$ cat src/rtl/unidade_controle_mc_if.sv
// Datapath <-> control unit bundle for the multi-cycle MIPS-style core.
// master = control unit (producer of ALU/memory controls), slave = datapath.
interface unidade_controle_mc_if;
   logic [5:0] instrucao_op;
   logic       zero;
   logic       mem_ready;
   logic [3:0] alu_op;
   logic       alu_src_b;
   logic       mem_read;
   logic       mem_write;
   logic       iord;
   logic       ir_write;
   logic       pc_write;
   logic [1:0] pc_src;
   logic       reg_write;
   logic       mem_to_reg;
   logic       resto_write;
   logic       erro_op;
   logic       halted;
   logic [2:0] estado;

   modport master (
      input  instrucao_op, zero, mem_ready,
      output alu_op, alu_src_b, mem_read, mem_write, iord,
      output ir_write, pc_write, pc_src, reg_write, mem_to_reg,
      output resto_write, erro_op, halted, estado
   );

   modport slave (
      output instrucao_op, zero, mem_ready,
      input  alu_op, alu_src_b, mem_read, mem_write, iord,
      input  ir_write, pc_write, pc_src, reg_write, mem_to_reg,
      input  resto_write, erro_op, halted, estado
   );
endinterface

$ cat src/rtl/unidade_controle_mc.sv
// Multi-cycle control FSM: fetch/decode/exec/mem/wb with MUL/DIV hold.
// Optional UNIDADE_CONTROLE_PASSO_EN adds a passo input for single-stepping.
module unidade_controle_mc #(
   parameter int MUL_CYCLES = 1,
   parameter int DIV_CYCLES = 1
) (
   input  logic clock,
   input  logic reset,
`ifdef UNIDADE_CONTROLE_PASSO_EN
   input  logic passo,
`endif
   unidade_controle_mc_if.master bus
);

   typedef enum logic [2:0] {
      S_FETCH  = 3'd0,
      S_DECODE = 3'd1,
      S_EXEC   = 3'd2,
      S_MEM    = 3'd3,
      S_WB     = 3'd4,
      S_HALT   = 3'd5
   } estado_t;

   localparam logic [5:0] OP_NOP  = 6'b000000;
   localparam logic [5:0] OP_ADD  = 6'b000001;
   localparam logic [5:0] OP_ADDI = 6'b000010;
   localparam logic [5:0] OP_SUB  = 6'b000011;
   localparam logic [5:0] OP_SUBI = 6'b000100;
   localparam logic [5:0] OP_MUL  = 6'b000101;
   localparam logic [5:0] OP_DIV  = 6'b000110;
   localparam logic [5:0] OP_NOT  = 6'b000111;
   localparam logic [5:0] OP_AND  = 6'b001000;
   localparam logic [5:0] OP_OR   = 6'b001001;
   localparam logic [5:0] OP_XOR  = 6'b001010;
   localparam logic [5:0] OP_SLT  = 6'b001011;
   localparam logic [5:0] OP_SGT  = 6'b001100;
   localparam logic [5:0] OP_SR   = 6'b001101;
   localparam logic [5:0] OP_SL   = 6'b001110;
   localparam logic [5:0] OP_BEQ  = 6'b001111;
   localparam logic [5:0] OP_BNEQ = 6'b010000;
   localparam logic [5:0] OP_LW   = 6'b010001;
   localparam logic [5:0] OP_SW   = 6'b010010;
   localparam logic [5:0] OP_J    = 6'b010011;
   localparam logic [5:0] OP_HALT = 6'b111111;

   localparam logic [7:0] MUL_LAST = 8'(MUL_CYCLES - 1);
   localparam logic [7:0] DIV_LAST = 8'(DIV_CYCLES - 1);

   estado_t    r_estado;
   estado_t    w_estado_next;
   logic [7:0] r_cnt;
   logic [7:0] w_cnt_next;
   logic       w_req;

   logic [5:0] w_op;
   logic [3:0] w_op_alu;
   logic       w_legal;
   logic       w_imm;
   logic       w_is_mem;
   logic       w_is_br;

   logic [3:0] w_alu_op;
   logic       w_alu_src_b;
   logic       w_mem_read;
   logic       w_mem_write;
   logic       w_iord;
   logic       w_ir_write;
   logic       w_pc_write;
   logic [1:0] w_pc_src;
   logic       w_reg_write;
   logic       w_mem_to_reg;
   logic       w_resto_write;
   logic       w_erro_op;
   logic       w_halted;

   assign w_op = bus.instrucao_op;

`ifdef UNIDADE_CONTROLE_PASSO_EN
   logic r_passo_ok;

   // Arm the fetch request once passo is sampled; disarm on leaving FETCH.
   always_ff @(posedge clock or posedge reset) begin
      if (reset) begin
         r_passo_ok <= 1'b0;
      end else if (r_estado != S_FETCH || w_estado_next != S_FETCH) begin
         r_passo_ok <= 1'b0;
      end else if (passo) begin
         r_passo_ok <= 1'b1;
      end
   end

   assign w_req = r_passo_ok;
`else
   assign w_req = 1'b1;
`endif

   // Opcode decode: ALU code, legality and instruction class.
   always_comb begin
      w_op_alu = 4'b0000;
      w_legal  = 1'b1;
      w_imm    = 1'b0;
      w_is_mem = 1'b0;
      w_is_br  = 1'b0;
      case (w_op)
         OP_NOP:  w_op_alu = 4'b0000;
         OP_ADD:  w_op_alu = 4'b0000;
         OP_ADDI: begin w_op_alu = 4'b0000; w_imm = 1'b1; end
         OP_SUB:  w_op_alu = 4'b0001;
         OP_SUBI: begin w_op_alu = 4'b0001; w_imm = 1'b1; end
         OP_MUL:  w_op_alu = 4'b0010;
         OP_DIV:  w_op_alu = 4'b0011;
         OP_NOT:  w_op_alu = 4'b0100;
         OP_AND:  w_op_alu = 4'b0101;
         OP_OR:   w_op_alu = 4'b0110;
         OP_XOR:  w_op_alu = 4'b0111;
         OP_SLT:  w_op_alu = 4'b1000;
         OP_SGT:  w_op_alu = 4'b1001;
         OP_SR:   w_op_alu = 4'b1100;
         OP_SL:   w_op_alu = 4'b1101;
         OP_BEQ:  begin w_op_alu = 4'b1010; w_is_br = 1'b1; end
         OP_BNEQ: begin w_op_alu = 4'b1011; w_is_br = 1'b1; end
         OP_LW:   begin w_imm = 1'b1; w_is_mem = 1'b1; end
         OP_SW:   begin w_imm = 1'b1; w_is_mem = 1'b1; end
         OP_J:    w_op_alu = 4'b0000;
         OP_HALT: w_op_alu = 4'b0000;
         default: w_legal = 1'b0;
      endcase
   end

   // State and EXEC cycle counter registers.
   always_ff @(posedge clock or posedge reset) begin
      if (reset) begin
         r_estado <= S_FETCH;
         r_cnt    <= 8'd0;
      end else begin
         r_estado <= w_estado_next;
         r_cnt    <= w_cnt_next;
      end
   end

   // Next state and control outputs; everything forced low during reset.
   always_comb begin
      w_estado_next = r_estado;
      w_cnt_next    = r_cnt;
      w_alu_op      = 4'b0000;
      w_alu_src_b   = 1'b0;
      w_mem_read    = 1'b0;
      w_mem_write   = 1'b0;
      w_iord        = 1'b0;
      w_ir_write    = 1'b0;
      w_pc_write    = 1'b0;
      w_pc_src      = 2'b00;
      w_reg_write   = 1'b0;
      w_mem_to_reg  = 1'b0;
      w_resto_write = 1'b0;
      w_erro_op     = 1'b0;
      w_halted      = 1'b0;
      case (r_estado)
         S_FETCH: begin
            w_mem_read = w_req;
            if (w_req && bus.mem_ready) begin
               w_ir_write    = 1'b1;
               w_pc_write    = 1'b1;
               w_estado_next = S_DECODE;
            end
         end
         S_DECODE: begin
            if (w_op == OP_HALT) begin
               w_estado_next = S_HALT;
            end else if (w_op == OP_NOP) begin
               w_estado_next = S_FETCH;
            end else if (!w_legal) begin
               w_erro_op     = 1'b1;
               w_estado_next = S_FETCH;
            end else begin
               w_cnt_next    = 8'd0;
               w_estado_next = S_EXEC;
            end
         end
         S_EXEC: begin
            w_alu_op    = w_op_alu;
            w_alu_src_b = w_imm;
            if (w_op == OP_MUL) begin
               if (r_cnt == MUL_LAST) w_estado_next = S_WB;
               else w_cnt_next = r_cnt + 8'd1;
            end else if (w_op == OP_DIV) begin
               if (r_cnt == DIV_LAST) w_estado_next = S_WB;
               else w_cnt_next = r_cnt + 8'd1;
            end else if (w_is_br) begin
               w_pc_src      = 2'b01;
               w_pc_write    = bus.zero;
               w_estado_next = S_FETCH;
            end else if (w_op == OP_J) begin
               w_pc_src      = 2'b10;
               w_pc_write    = 1'b1;
               w_estado_next = S_FETCH;
            end else if (w_is_mem) begin
               w_estado_next = S_MEM;
            end else begin
               w_estado_next = S_WB;
            end
         end
         S_MEM: begin
            w_iord      = 1'b1;
            w_alu_src_b = 1'b1;
            if (w_op == OP_LW) begin
               w_mem_read = 1'b1;
               if (bus.mem_ready) w_estado_next = S_WB;
            end else begin
               w_mem_write = 1'b1;
               if (bus.mem_ready) w_estado_next = S_FETCH;
            end
         end
         S_WB: begin
            w_alu_op      = w_op_alu;
            w_reg_write   = 1'b1;
            w_mem_to_reg  = (w_op == OP_LW);
            w_resto_write = (w_op == OP_DIV);
            w_estado_next = S_FETCH;
         end
         S_HALT: begin
            w_halted = 1'b1;
         end
         default: begin
            w_estado_next = S_FETCH;
         end
      endcase
      if (reset) begin
         w_alu_op      = 4'b0000;
         w_alu_src_b   = 1'b0;
         w_mem_read    = 1'b0;
         w_mem_write   = 1'b0;
         w_iord        = 1'b0;
         w_ir_write    = 1'b0;
         w_pc_write    = 1'b0;
         w_pc_src      = 2'b00;
         w_reg_write   = 1'b0;
         w_mem_to_reg  = 1'b0;
         w_resto_write = 1'b0;
         w_erro_op     = 1'b0;
         w_halted      = 1'b0;
      end
   end

   assign bus.alu_op      = w_alu_op;
   assign bus.alu_src_b   = w_alu_src_b;
   assign bus.mem_read    = w_mem_read;
   assign bus.mem_write   = w_mem_write;
   assign bus.iord        = w_iord;
   assign bus.ir_write    = w_ir_write;
   assign bus.pc_write    = w_pc_write;
   assign bus.pc_src      = w_pc_src;
   assign bus.reg_write   = w_reg_write;
   assign bus.mem_to_reg  = w_mem_to_reg;
   assign bus.resto_write = w_resto_write;
   assign bus.erro_op     = w_erro_op;
   assign bus.halted      = w_halted;
   assign bus.estado      = reset ? 3'd0 : r_estado;

endmodule

$ cat src/flat_wrapper.sv
// flat-port wrapper written by rule: the top's interface ports become plain ports
module unidade_controle_mc_flat 
#(
   parameter int MUL_CYCLES = 1,
   parameter int DIV_CYCLES = 1
)
  (clock, reset, bus_instrucao_op, bus_zero, bus_mem_ready, bus_alu_op, bus_alu_src_b, bus_mem_read, bus_mem_write, bus_iord, bus_ir_write, bus_pc_write, bus_pc_src, bus_reg_write, bus_mem_to_reg, bus_resto_write, bus_erro_op, bus_halted, bus_estado);
  unidade_controle_mc_if bus_i ();
  input  logic clock;
  input  logic reset;
  input wire logic [$bits(bus_i.instrucao_op)-1:0] bus_instrucao_op;
  input wire logic [$bits(bus_i.zero)-1:0] bus_zero;
  input wire logic [$bits(bus_i.mem_ready)-1:0] bus_mem_ready;
  output wire logic [$bits(bus_i.alu_op)-1:0] bus_alu_op;
  output wire logic [$bits(bus_i.alu_src_b)-1:0] bus_alu_src_b;
  output wire logic [$bits(bus_i.mem_read)-1:0] bus_mem_read;
  output wire logic [$bits(bus_i.mem_write)-1:0] bus_mem_write;
  output wire logic [$bits(bus_i.iord)-1:0] bus_iord;
  output wire logic [$bits(bus_i.ir_write)-1:0] bus_ir_write;
  output wire logic [$bits(bus_i.pc_write)-1:0] bus_pc_write;
  output wire logic [$bits(bus_i.pc_src)-1:0] bus_pc_src;
  output wire logic [$bits(bus_i.reg_write)-1:0] bus_reg_write;
  output wire logic [$bits(bus_i.mem_to_reg)-1:0] bus_mem_to_reg;
  output wire logic [$bits(bus_i.resto_write)-1:0] bus_resto_write;
  output wire logic [$bits(bus_i.erro_op)-1:0] bus_erro_op;
  output wire logic [$bits(bus_i.halted)-1:0] bus_halted;
  output wire logic [$bits(bus_i.estado)-1:0] bus_estado;
  assign bus_i.instrucao_op = bus_instrucao_op;
  assign bus_i.zero = bus_zero;
  assign bus_i.mem_ready = bus_mem_ready;
  assign bus_alu_op = bus_i.alu_op;
  assign bus_alu_src_b = bus_i.alu_src_b;
  assign bus_mem_read = bus_i.mem_read;
  assign bus_mem_write = bus_i.mem_write;
  assign bus_iord = bus_i.iord;
  assign bus_ir_write = bus_i.ir_write;
  assign bus_pc_write = bus_i.pc_write;
  assign bus_pc_src = bus_i.pc_src;
  assign bus_reg_write = bus_i.reg_write;
  assign bus_mem_to_reg = bus_i.mem_to_reg;
  assign bus_resto_write = bus_i.resto_write;
  assign bus_erro_op = bus_i.erro_op;
  assign bus_halted = bus_i.halted;
  assign bus_estado = bus_i.estado;
  unidade_controle_mc #(.MUL_CYCLES(MUL_CYCLES), .DIV_CYCLES(DIV_CYCLES)) u_core (.clock(clock), .reset(reset), .bus(bus_i));
endmodule
$ cat config.mk
export PLATFORM = sky130hd
export DESIGN_NAME = unidade_controle_mc_flat
export DESIGN_NICKNAME = d
export VERILOG_FILES = /design/src/rtl/unidade_controle_mc_if.sv /design/src/rtl/unidade_controle_mc.sv /design/src/flat_wrapper.sv
export SDC_FILE = /design/constraint.sdc
export NUM_CORES = 1
export LEC_CHECK = 0
export ABC_AREA = 1
export CORE_MARGIN = 2
export CORE_UTILIZATION = 49
export CTS_CLUSTER_SIZE = 10
export DETAILED_ROUTE_END_ITERATION = 10
export PLACE_DENSITY = 0.79
export SYNTH_ARGS = -nofsm -noshare
export SYNTH_HDL_FRONTEND = slang
export SYNTH_SLANG_ARGS = --single-unit
export TNS_END_PERCENT = 1
$ cat constraint.sdc
create_clock -name clock -period 1.7 [get_ports clock]
set_input_delay 0.17 -clock clock [delete_from_list [all_inputs] [get_ports clock]]
set_output_delay 0.17 -clock clock [all_outputs]
set_load 0.005 [all_outputs]
==> impl_metrics.env, run 1 <==
export IMPL_multi_input_area_um2=950
export IMPL_start_util=0.504
export IMPL_hold_violations=0
export IMPL_cp_required_ns=1.53
export IMPL_crit_arrival_ns=1.70
export IMPL_status="finished with violations"
export IMPL_synth_cells=199
export IMPL_grt_usage=0.317
export IMPL_synth_area_per_cell_um2=6.11
export IMPL_violations="negative setup slack"
export IMPL_clockBufferDepth=2
export IMPL_numCtsBuffers=3
export IMPL_clkLatencyLatePin_ns=0.28
export IMPL_drt_iter0_markers=67
export IMPL_ys_seq_area_frac=0.227
export IMPL_seq_area_um2=277
export IMPL_switchingPower_w=0.000792
export IMPL_power_density_mw_per_mm2=863
export IMPL_skew_ns=0.0133
export IMPL_fmax_mhz=534
export IMPL_path_class="reg -> out"
export IMPL_maxCapViolCount=0
export IMPL_crit_fanout=4
export IMPL_die_w_um=53.8
export IMPL_routed_via_density=5.57
export IMPL_hold_buffers=0
export IMPL_startpoint="u_core.r_estado[1]"
export IMPL_drive_above_1_share=0.400
export IMPL_first_pass_iters=4
export IMPL_leakage_nw=1.02
export IMPL_pwr_share_comb=0.666
export IMPL_drc=0
export IMPL_pin_count=30
export IMPL_dp_cells=292
export IMPL_fillCellCount=152
export IMPL_ys_types=28
export IMPL_reg2reg_from="u_core.r_estado[1]"
export IMPL_worstSetupStartpointType="register"
export IMPL_core_area_mm2=0.00241
export IMPL_clk_pin_slew_ns=0.08
export IMPL_num_rows=18
export IMPL_slew_headroom=0.678
export IMPL_worstMarginPinSlew_ns=0.482
export IMPL_first_global_vias=1542
export IMPL_grt_pass1_wl_mm=6.71
export IMPL_min_path_type="in -> async"
export IMPL_die_area_mm2=0.00289
export IMPL_synthesis_area_mm2=0.00121
export IMPL_wirelength_mm=4.38
export IMPL_cts_tree="built"
export IMPL_yosysWarnings=0
export IMPL_dp_final_hpwl_mm=3.03
export IMPL_die_height_um=53.8
export IMPL_setup_viol=6
export IMPL_ys_ff_latch=11
export IMPL_antenna_found_initial=0
export IMPL_syn2layout_area_growth_pct=62.2
export IMPL_synth_nets=211
export IMPL_power_switching_share=0.466
export IMPL_vdd_drop_max_v=0.000919
export IMPL_drv_slew=0
export IMPL_cts_sinks=11
export IMPL_power_internal_w=0.000909
export IMPL_finalCritPeriodShare=1.10
export IMPL_grt_max_degree=13
export IMPL_n_antenna_cell=0
export IMPL_final_cells=300
export IMPL_fin_crit_ns=1.87
export IMPL_worst_slack_ns=-0.172
export IMPL_vias=1671
export IMPL_h_tree_depth=1
export IMPL_tns_ns=-0.495
export IMPL_wire_per_inst_um=14.6
export IMPL_rsz0062_at_grt="true"
export IMPL_nets=283
export IMPL_ant_nets=0
export IMPL_port_buffers=29
export IMPL_cts_root_buf="clkbuf_4"
export IMPL_grt_ovfl_total=0
export IMPL_p_seq_frac=0.221
export IMPL_end_kind="output port"
export IMPL_power_frac_clock=0.113
export IMPL_gp_congestion=0.997
==> path summary, 6_finish.rpt <==
path | endpoint | slack (ns) | depth (start not counted)
max in group asynchronous | u_core.r_cnt[4] | 1.31 | 3
min in group clock | u_core.r_cnt[7] | 0.54 | 2
worst max register to register | u_core.r_cnt[5] | 0.06 | 9
worst max-delay path | bus_mem_write | -0.17 | 6
worst min-delay path | u_core.r_estado[0] | 0.22 | 3
worst min register to register | u_core.r_cnt[7] | 0.54 | 2
==> metrics by stage <==
step           utilization  area, um2  hold slack (ns)  setup WS, ns  total power, W
5_1_grt              0.818       1970            0.262        -0.210         0.00180
3_5_place_dp         0.746       1800            0.502        -0.724         0.00128
3_3_place_gp         0.746       1800            0.480        -0.493         0.00124
2_1_floorplan            -       1210           0.0308         0.290        0.000820
4_1_cts              0.810       1950            0.198        -0.207         0.00163
6_report             0.818       1970            0.223        -0.172         0.00170
==> placed cells by master, fill, tap and decap left out, drive strengths merged <==
cell,Yosys,routed
a211o,1,1
a211oi,1,1
a21oi,5,5
a311oi,1,1
buf,1,44
clkbuf,1,8
clkdlybuf4s15,0,8
clkdlybuf4s50,0,6
dfrtp,11,11
dlygate4sd2,0,6
dlymetal6s2s,0,1
ha,2,2
inv,28,28
nand2,51,51
nand3,32,32
nand3b,2,2
nand4,7,7
nor2,41,41
nor3,2,2
nor3b,4,4
o21ai,5,5
o31ai,1,1
or2,1,1
xnor2,1,1
xor2,1,1
==> sequential cells by signal, summed over array words and instances, names as in the netlist <==
| signal | cells |
|---|---|
| u_core.r_cnt | 8 |
| u_core.r_estado | 3 |
==> synthesized netlist by cell type <==
master / number / area share
nand2_1: 46 / 0.14
nor2_1: 34 / 0.11
nand3_1: 29 / 0.12
inv_1: 24 / 0.074
dfrtp_1: 11 / 0.23
nand4_1: 6 / 0.031
nor2_2: 6 / 0.031
a21oi_1: 5 / 0.021
o21ai_0: 5 / 0.021
inv_2: 4 / 0.012
nand2_2: 4 / 0.021
nor3b_1: 4 / 0.025
nand3_2: 3 / 0.025
ha_1: 2 / 0.021
nand3b_1: 2 / 0.012
nor3_1: 2 / 0.0082
a211o_1: 1 / 0.0072
a211oi_1: 1 / 0.0062
a311oi_1: 1 / 0.0072
buf_6: 1 / 0.0093
clkbuf_1: 1 / 0.0031
nand2_4: 1 / 0.0093
nand4_4: 1 / 0.018
nor2_4: 1 / 0.0093
o31ai_4: 1 / 0.018
or2_2: 1 / 0.0052
xnor2_1: 1 / 0.0072
xor2_1: 1 / 0.0072
==> per-layer routing <==
layer | vias up | wire, um | track usage
met5 | - | 0 | 0
met4 | 0 | 140 | 0.158
met3 | 22 | 255 | 0.0222
met2 | 83 | 2290 | 0.579
met1 | 766 | 1700 | 0.367
li1 | 800 | - | -
==> critical path, stage by stage, from the launching register on <==
cell and delay, ns:
dfrtp_1 0.41, buf_4 0.15, nand3_2 0.14, nor2_4 0.13, nand2_1 0.06, inv_1 0.04, clkdlybuf4s50_1 0.48
==> power groups by stage <==
stage / Clock (W) / Sequential, W / Combinational, W
after detailed placement: 0 / 0.000356 / 0.000921
after global placement: 0 / 0.000354 / 0.000885
after global routing: 0.000198 / 0.000382 / 0.00122
after CTS: 0.000189 / 0.000366 / 0.00108
after floorplan: 0 / 0.000354 / 0.000467
final: 0.000192 / 0.000376 / 0.00113
==> what timing repair did <==
item	4_1_cts	5_1_grt
setup buffers	4	0
gates cloned	0	0
pin swaps	8	4
resized for setup	79	17
endpoints found under the setup margin	27	24
==> area by class of cell <==
class,instances,area share
clock buffers,4,0.0133
inverters,28,0.0546
multi-input cells,158,0.482
flip-flops and latches,11,0.140
well taps,30,0.0190
repair buffers,69,0.291
==> cells by family after synthesis <==
group | share of synthesized area
xor+xnor | 0.0144
compound gates | 0.0793
fa+ha+maj | 0.0206
simple gates | 0.560
buf+inv | 0.0989
flops | 0.227
Power figures use the tool's default switching activity.
==> run 2: changes to the inputs <==
--- a/config.mk
+++ b/config.mk
@@ -11,6 +11,7 @@
 export CTS_CLUSTER_SIZE = 10
 export DETAILED_ROUTE_END_ITERATION = 10
 export PLACE_DENSITY = 0.79
+export SKIP_LAST_GASP = 1
 export SYNTH_ARGS = -nofsm -noshare
 export SYNTH_HDL_FRONTEND = slang
 export SYNTH_SLANG_ARGS = --single-unit
==> impl_metrics.env, run 2 (synthesized netlist as in run 1, its figures left out) <==
export IMPL_largest_register_ffs=8
export IMPL_grt_usage=0.312
export IMPL_wl_met1_mm=1.60
export IMPL_maxCapViolCount=0
export IMPL_crit_arrival_ns=1.77
export IMPL_antenna_found_initial=0
export IMPL_wire_per_inst_um=14.0
export IMPL_path_buf_inv=2
export IMPL_worst_r2r_setup_slack_ns=0.05
export IMPL_slew_headroom=0.658
export IMPL_worst_slack_ns=-0.237
export IMPL_pwr_share_comb=0.665
export IMPL_status="finished with violations"
export IMPL_end_kind="output port"
export IMPL_rr_endpoint="u_core.r_cnt[6]"
export IMPL_n_antenna_cell=0
export IMPL_regMostFlops="u_core.r_cnt"
export IMPL_drc=0
export IMPL_skew_ns=0.0102
export IMPL_critical_path_top_delay_family="buffers and inverters"
export IMPL_pre_cts_slack_ns=-0.724
export IMPL_finalCritPeriodShare=1.14
export IMPL_grt_max_degree=13
export IMPL_crit_fanout=3
export IMPL_vdd_drop_max_v=0.000929
export IMPL_fin_crit_ns=1.94
export IMPL_die_w_um=53.8
export IMPL_final_cells=300
export IMPL_power_density_mw_per_mm2=850
export IMPL_cp_cell_sequence="buf_4 > nor2_4 > nand2_1 > nor3_2 > clkdlybuf4s50_1"
export IMPL_violations="negative setup slack"
export IMPL_ant_nets=0
export IMPL_hold_buffers=0
export IMPL_routed_via_density=5.54
export IMPL_die_area_mm2=0.00289
export IMPL_placed_cell_area_mm2=0.00180
export IMPL_wl_met2_mm=2.17
export IMPL_worstSetupStartpointType="register"
export IMPL_worstMarginPinSlew_ns=0.513
export IMPL_reg2regPathDepth=8
export IMPL_nets=283
export IMPL_cp_required_ns=1.53
export IMPL_pin_count=30
export IMPL_p_seq_frac=0.221
export IMPL_gp_congestion=0.997
export IMPL_path_class="reg -> out"
export IMPL_dp_final_hpwl_mm=3.03
export IMPL_drv_slew=0
export IMPL_power_frac_clock=0.115
export IMPL_final_common_cell="nand2_1"
export IMPL_grt_pass1_wl_mm=6.60
export IMPL_multi_input_area_um2=906
export IMPL_syn2layout_area_growth_pct=60.8
export IMPL_start_util=0.504
export IMPL_die_height_um=53.8
export IMPL_first_global_vias=1547
export IMPL_hold_violations=0
export IMPL_port_buffers=29
export IMPL_core_area_mm2=0.00241
export IMPL_first_pass_iters=4
export IMPL_critPathSlowestCell="clkdlybuf4s50_1"
export IMPL_power_internal_w=0.000902
export IMPL_top_layer_used="met4"
export IMPL_min_path_type="in -> async"
export IMPL_dp_cells=292
export IMPL_clk_pin_slew_ns=0.08
export IMPL_power_switching_share=0.456
export IMPL_fillCellCount=161
export IMPL_setup_viol=17
export IMPL_num_rows=18
export IMPL_h_tree_depth=1
export IMPL_met3_length_um=271
export IMPL_switchingPower_w=0.000757
export IMPL_fmax_mhz=516
export IMPL_rsz0062_at_grt="true"
export IMPL_seq_area_um2=277
export IMPL_vias=1662
export IMPL_slowest_delay_ns=0.55
export IMPL_cts_tree="built"
export IMPL_leakage_nw=1.00
export IMPL_grt_ovfl_total=0
export IMPL_numCtsBuffers=3
export IMPL_clkLatencyLatePin_ns=0.28
export IMPL_cts_sinks=11
export IMPL_design_area_mm2=0.00195
export IMPL_clockBufferDepth=2
export IMPL_drt_iter0_markers=63
export IMPL_wirelength_mm=4.21
export IMPL_mostFrequentLayoutCells="43 x nand2_1, 39 x buf_4, 28 x nand3_1"
export IMPL_cts_root_buf="clkbuf_4"
export IMPL_reg2reg_from="u_core.r_cnt[1]"
export IMPL_reg_top3="u_core.r_cnt x8, u_core.r_estado x3"
export IMPL_drive_above_1_share=0.337
[run 2: cell type report]
class,count,area share
inverters,28,0.0538
repair buffers,69,0.308
well taps,30,0.0192
flip-flops and latches,11,0.142
multi-input cells,158,0.464
clock buffers,4,0.0135
[run 2: worst register-to-register path, delay by kind of cell (launching register included)]
| kind | cells | cell delay, ns |
|---|---|---|
| compound gates | 1 | 0.12 |
| fa+ha+maj | 1 | 0.23 |
| flops | 1 | 0.44 |
| simple gates | 6 | 0.79 |
[run 2: per-layer routing]
metal,GRT usage,vias to the layer above
met2,0.571,83
li1,-,793
met5,0,-
met3,0.0361,25
met4,0.197,0
met1,0.337,761
[run 2: per-stage QoR]
stage / total power, W / hold slack [ns] / utilization / TNS (ns)
final: 0.00166 / 0.449 / 0.810 / -2.45
after global routing: 0.00175 / 0.504 / 0.810 / -4.33
after CTS: 0.00161 / 0.454 / 0.807 / -2.21
after detailed placement: 0.00128 / 0.502 / 0.746 / -10.10
after global placement: 0.00124 / 0.480 / 0.746 / -8.44
after floorplan: 0.000820 / 0.0308 / - / 0
[run 2: repair_timing]
action / in CTS / in global routing
setup endpoints to repair: 27 / 28
gates cloned: 0 / 0
setup buffers: 4 / 0
resized for setup: 52 / 2
pin swaps: 7 / 0
[run 2: worst max-delay path by stage]
stage / startpoint / slack (ns) / endpoint / cells past startpoint
floorplan: u_core.r_cnt[0] / 0.29 / u_core.r_cnt[6] / 8
global placement: bus_instrucao_op[5] / -0.49 / bus_alu_op[3] / 8
detailed placement: bus_instrucao_op[5] / -0.72 / bus_alu_op[2] / 6
CTS: u_core.r_estado[2] / -0.22 / bus_resto_write / 7
global route: bus_instrucao_op[1] / -0.34 / bus_erro_op / 9
finish: u_core.r_estado[1] / -0.24 / bus_ir_write / 5
[run 2: power groups by stage]
stage               clock network (W)  logic (W)  registers (W)
finish                       0.000190    0.00110       0.000367
floorplan                           0   0.000467       0.000354
global placement                    0   0.000885       0.000354
global route                 0.000198    0.00118       0.000374
detailed placement                  0   0.000921       0.000356
CTS                          0.000189    0.00106       0.000364
